[config.mk]
export PLATFORM = sky130hd
export DESIGN_NAME = mem_port_arbiter
export DESIGN_NICKNAME = d
export VERILOG_FILES = /design/src/rtl/mem_arb_pkg.sv /design/src/rtl/mem_arb_lat_cnt.sv /design/src/rtl/mem_port_arbiter.sv
export SDC_FILE = /design/constraint.sdc
export NUM_CORES = 1
export LEC_CHECK = 0
export ABC_CLOCK_PERIOD_IN_PS = 1850
export CAP_MARGIN = 20
export CORE_AREA = 3 3 103 105
export CTS_BUF_LIST = sky130_fd_sc_hd__clkbuf_2 sky130_fd_sc_hd__clkbuf_4 sky130_fd_sc_hd__clkbuf_8
export CTS_CLUSTER_DIAMETER = 100
export CTS_CLUSTER_SIZE = 24
export DETAILED_ROUTE_END_ITERATION = 7
export DIE_AREA = 0 0 106 108
export GPL_ROUTABILITY_DRIVEN = 0
export PLACE_DENSITY = 0.61
export SLEW_MARGIN = 20
export SYNTH_ARGS = -nofsm -noshare
export SYNTH_HDL_FRONTEND = slang
export SYNTH_SLANG_ARGS = --single-unit
[constraint.sdc]
create_clock -name clk -period 1.85 [get_ports clk]
set_clock_uncertainty 0.15 [all_clocks]
set_input_delay 0.37 -clock clk [delete_from_list [all_inputs] [get_ports clk]]
set_output_delay 0.37 -clock clk [all_outputs]
set_load 0.01 [all_outputs]
[src/rtl/mem_arb_pkg.sv]
// Shared types and constants for the unified-memory port arbiter.
package mem_arb_pkg;

  typedef enum logic {
    IDLE = 1'b0,
    WAIT = 1'b1
  } arb_state_t;

  typedef enum logic {
    OWN_I = 1'b0,
    OWN_D = 1'b1
  } arb_owner_t;

  localparam int MEM_LAT_MIN = 1;
  localparam int MEM_LAT_MAX = 4;
  localparam int LAT_CNT_W   = $clog2(MEM_LAT_MAX);

endpackage

[src/rtl/mem_arb_lat_cnt.sv]
// Loadable down-counter that times the fixed memory latency; flags zero.
module mem_arb_lat_cnt
  import mem_arb_pkg::*;
(
  input  logic                 clk,
  input  logic                 rst,
  input  logic                 load,
  input  logic [LAT_CNT_W-1:0] load_val,
  input  logic                 dec,
  output logic [LAT_CNT_W-1:0] cnt,
  output logic                 zero
);

  always_ff @(posedge clk or negedge rst) begin
    if (!rst) begin
      cnt <= '0;
    end else if (load) begin
      cnt <= load_val;
    end else if (dec && (cnt != '0)) begin
      cnt <= cnt - 1'b1;
    end
  end

  assign zero = (cnt == '0);

endmodule

[src/rtl/mem_port_arbiter.sv]
// Shares one single-port memory between instruction fetch and load/store.
// Define ARB_ROUND_ROBIN_EN for round-robin ties; default is data-over-fetch priority.
module mem_port_arbiter
  import mem_arb_pkg::*;
#(
  parameter int AW      = 32,
  parameter int DW      = 32,
  parameter int MEM_LAT = 1
) (
  input  logic          clk,
  input  logic          rst,
  input  logic          i_req,
  input  logic [AW-1:0] i_addr,
  output logic          i_gnt,
  output logic          i_rvalid,
  output logic [DW-1:0] i_rdata,
  input  logic          d_req,
  input  logic          d_we,
  input  logic [AW-1:0] d_addr,
  input  logic [DW-1:0] d_wdata,
  output logic          d_gnt,
  output logic          d_rvalid,
  output logic [DW-1:0] d_rdata,
  output logic          m_en,
  output logic          m_we,
  output logic [AW-1:0] m_addr,
  output logic [DW-1:0] m_wdata,
  input  logic [DW-1:0] m_rdata,
  output logic          busy
);

  localparam int LAT_EFF = (MEM_LAT < MEM_LAT_MIN) ? MEM_LAT_MIN :
                           (MEM_LAT > MEM_LAT_MAX) ? MEM_LAT_MAX : MEM_LAT;
  localparam logic [LAT_CNT_W-1:0] LAT_LOAD = LAT_CNT_W'(LAT_EFF - 1);

  arb_state_t           state;
  arb_owner_t           owner;
  logic                 win_d;
  logic                 grant;
  logic                 done;
  logic [LAT_CNT_W-1:0] cnt;
  logic                 cnt_zero;

`ifdef ARB_ROUND_ROBIN_EN
  arb_owner_t last_gnt;

  // On a tie the requester that did not win last time goes first.
  always_comb begin
    win_d = d_req && (!i_req || (last_gnt == OWN_I));
  end

  always_ff @(posedge clk or negedge rst) begin
    if (!rst) begin
      last_gnt <= OWN_D;
    end else if (grant) begin
      last_gnt <= win_d ? OWN_D : OWN_I;
    end
  end
`else
  always_comb begin
    win_d = d_req;
  end
`endif

  // Grant strobes are gated by rst so every output drops the moment reset asserts.
  assign grant   = (state == IDLE) && (i_req || d_req) && rst;
  assign i_gnt   = grant && !win_d;
  assign d_gnt   = grant && win_d;
  assign m_en    = grant;
  assign m_we    = d_gnt && d_we;
  assign m_addr  = !grant ? '0 : (win_d ? d_addr : i_addr);
  assign m_wdata = m_we ? d_wdata : '0;

  assign busy     = (state == WAIT);
  assign done     = busy && cnt_zero;
  assign i_rvalid = done && (owner == OWN_I);
  assign d_rvalid = done && (owner == OWN_D);
  assign i_rdata  = i_rvalid ? m_rdata : '0;
  assign d_rdata  = d_rvalid ? m_rdata : '0;

  always_ff @(posedge clk or negedge rst) begin
    if (!rst) begin
      state <= IDLE;
      owner <= OWN_D;
    end else begin
      case (state)
        IDLE: begin
          if (grant) begin
            state <= WAIT;
            owner <= win_d ? OWN_D : OWN_I;
          end
        end
        WAIT: begin
          if (cnt_zero) begin
            state <= IDLE;
          end
        end
        default: state <= IDLE;
      endcase
    end
  end

  mem_arb_lat_cnt u_lat_cnt (
    .clk      (clk),
    .rst      (rst),
    .load     (grant),
    .load_val (LAT_LOAD),
    .dec      (busy),
    .cnt      (cnt),
    .zero     (cnt_zero)
  );

endmodule

==> reports/summary.txt <==
OUTCOME
------------------------------------------------------------------------------
Result of the run                                                 finished, violations left
Failing checks                                                    negative setup slack

FLOORPLAN
------------------------------------------------------------------------------
Row Count                                                                   36
Die Footprint                                                        11400 µm²
Initial standard-cell utilization of the core                            12.5%
I/O pin total                                                              268
Area of the placeable core                                            9730 µm²
Die Height                                                              108 µm
Horiz. Die Dim                                                          106 µm

PWR
------------------------------------------------------------------------------
Sw Ratio                                                                 34.6%
Total power divided by cell area                                    684 nW/µm²
Register share of total power                                             4.8%
Combinational Power Share                                                89.0%
Leakage Power                                                          2.38 nW
Max IR drop VDD                                                       0.387 mV
Switching power of the nets                                            1.17 mW
Power Internal                                                         2.22 mW
Clock power share                                                         6.2%

CLOCK TREE
------------------------------------------------------------------------------
Number of H-tree levels                                                      1
Buffer depth of the longest clock path                                       2
Clock tree from TritonCTS                                                  yes
CTS Buf Count                                                                3
Clock root buffer                                                     clkbuf_8
Number of sinks driven by the clock tree                                     4
Latest clock arrival within the worst-skew pair                         220 ps
Clock transition at path regs                                            30 ps

FINAL LAYOUT
------------------------------------------------------------------------------
Area occupied by multi-input gates                                    1270 µm²
Combined flip-flop and latch cell area                                 101 µm²
Layout filler cell count                                                   946
Ratio of cells with drive above 1 in the final layout                    56.7%
Number of nets in the final layout                                         618
Core utilization of the finished layout                                  50.9%
Layout-stage area growth over the synthesis result                        306%
ANT cells                                                                    0

STA
------------------------------------------------------------------------------
Max-slew headroom                                                        82.2%
Setup TNS Final                                                      -32270 ps
Fin crit period                                                        2190 ps
Final hold vios                                                              0
Final Max Tran Viols                                                         0
Least-Margin Pin Slew                                                   266 ps
Setup repair after global routing missed its margin                       true
Smallest setup slack after layout                                      -344 ps
Final hold slack                                                       79.6 ps
Final worst-path cycle share                                              119%
Fmax                                                                   456 MHz
Final setup fails                                                          133

SYNTHESIS
------------------------------------------------------------------------------
Sequential area share after synthesis                                    8.31%
Synth unique cells                                                          20
Mean instance size in the synthesized netlist                         7.18 µm²
Warnings from Yosys                                                          0
Leading post-synthesis cells by cell area                         and2_1 33%, a22o_1 23%, and3_1 17%
Share of Yosys cell area claimed by the top area cell type               33.3%
Post-synthesis instance total                                              170
Net Count, Synth                                                           304
Cell Area, Synth                                                      1220 µm²
Cell type with the highest aggregate area in the netlist                and2_1
Flip-flop and latch count after synthesis                                    4

GLOBAL ROUTE
------------------------------------------------------------------------------
Global-route wire length before repair                                14600 µm
Maximum number of pins on one net before global-route repair                19
Vias in the first global route                                            2519
Antenna violations before repair                                             0
Total global routing overflow                                                0
Global router's overall resource usage                                   16.2%

SETUP PATH
------------------------------------------------------------------------------
Critical R2R Launch                                                       busy
Crit path launch type                                                 register
Cell chain of the critical path                                   buf_6, buf_4, and3_4, buf_6, buf_16, buf_4, and2_4, buf_6
Critical path start-end classification                            register to output port
Worst path max stage delay                                              380 ps
Critical path buffers and inverters                                          6
Max FO, Critical Path                                                        8
Crit. Startpoint                                                          busy
Arrival time at the worst endpoint                                     1670 ps
Critical path endpoint category                                    output port
Gate family responsible for the most delay along the worst path   buffers and inverters
Critical Path Most Common Cell                                           buf_6
Slack of the worst reg-to-reg path                                      390 ps
Slowest library cell on the worst path                                 dfrtp_1
Data required time of the worst path                                   1330 ps

DRT
------------------------------------------------------------------------------
Count of unresolved DRC violations after routing                             0
Antenna-violating nets left                                                  0
Starting DRC count in detailed routing                                      72
Sum of routed wire length over all layers                             10900 µm
Number of vias after detailed routing                                     2550
Iteration count of the initial detailed-routing pass                         4
Via density                                                               4.14
Wire length per cell after detailed routing                            17.6 µm

PLACED DESIGN
------------------------------------------------------------------------------
HPWL after detailed placement                                          7390 µm
Number of port buffers                                                     267

HOLD PATH
------------------------------------------------------------------------------
Class of the tightest hold or removal check                       input port to async pin

RUN
------------------------------------------------------------------------------
Max cap viols                                                                0

[synth_stat cells]
| cell | n |
|---|---|
| a211oi_1 | 1 |
| a22o_1 | 32 |
| and2_1 | 65 |
| and3_1 | 34 |
| and3b_1 | 1 |
| buf_2 | 4 |
| buf_4 | 3 |
| buf_6 | 4 |
| clkbuf_1 | 9 |
| dfrtp_1 | 3 |
| dfstp_2 | 1 |
| ha_1 | 1 |
| inv_1 | 3 |
| nor2_1 | 3 |
| nor2b_1 | 1 |
| nor3b_1 | 1 |
| nor4bb_1 | 1 |
| o21bai_1 | 1 |
| or2_1 | 1 |
| xnor2_1 | 1 |
[per-layer routing]
layer,global-route usage [%],vias to the layer above,part of all wire (%)
met1,19.6,1175,38
li1,-,1229,-
met4,2.87,0,0.98
met3,3.28,8,7.6
met2,30.1,138,53
met5,0,-,0
[flip-flops by register name, indices dropped and copies added (netlist names)]
name           count
u_lat_cnt.cnt      2
busy               1
owner              1
[final timing paths]
| check | cells after the start | end |
|---|---|---|
| min in group clk | 2 | u_lat_cnt.cnt[1] |
| min | 2 | owner |
| max reg2reg | 6 | owner |
| min reg2reg | 2 | u_lat_cnt.cnt[1] |
| max | 8 | d_rdata[25] |
| max in group asynchronous | 3 | busy |
[through the flow]
step                cells  setup WS (ps)  power (mW)  cell area [µm²]
floorplan             170            141       0.966             1220
global placement      564           -877        2.27             4120
detailed placement    564           -900        2.28             4120
CTS                   607           -411        3.09             4470
global route          616           -447        3.60             4950
finish                616           -344        3.39             4950
[cells by family after synthesis]
group           after synthesis  synth area share, %
fa+ha+maj                     1                 1.03
simple gates                107                 54.9
flops                         4                 8.31
compound gates               34                 24.2
buf+inv                      23                 10.9
xor+xnor                      1                0.718
[placed cells by master (no fill, tap or decap), types with 6 or more instances in the layout]
cell type        instances
buf_16                   6
buf_4                   20
buf_6                   89
and3_4                  31
buf_12                  16
clkdlybuf4s50_1        129
a22o_1                  31
and2_4                  36
buf_2                   61
and2_1                  29
[repair_timing]
item / in CTS / in global routing
resized for setup: 606 / 124
pin swaps: 29 / 47
hold buffers: 0 / 1
setup buffers: 26 / 12
cloned: 13 / 2
endpoints found under the setup margin: 135 / 134
hold endpoints to repair: 0 / 3
[layout make-up]
type / count / share of cell area [%]
Sequential cell: 4 / 2.05
Timing Repair Buffer: 329 / 67.8
Multi-Input combinational cell: 143 / 25.6
Tap cell: 133 / 3.36
Inverter: 3 / 0.228
Clock buffer: 4 / 0.986
[power groups by stage]
stage / clock network (mW) / registers (mW) / logic (mW)
floorplan: 0 / 0.170 / 0.796
global placement: 0 / 0.169 / 2.10
detailed placement: 0 / 0.170 / 2.11
CTS: 0.216 / 0.163 / 2.71
global route: 0.220 / 0.168 / 3.21
finish: 0.210 / 0.161 / 3.02
No activity file was read; power rests on OpenSTA's default activity.
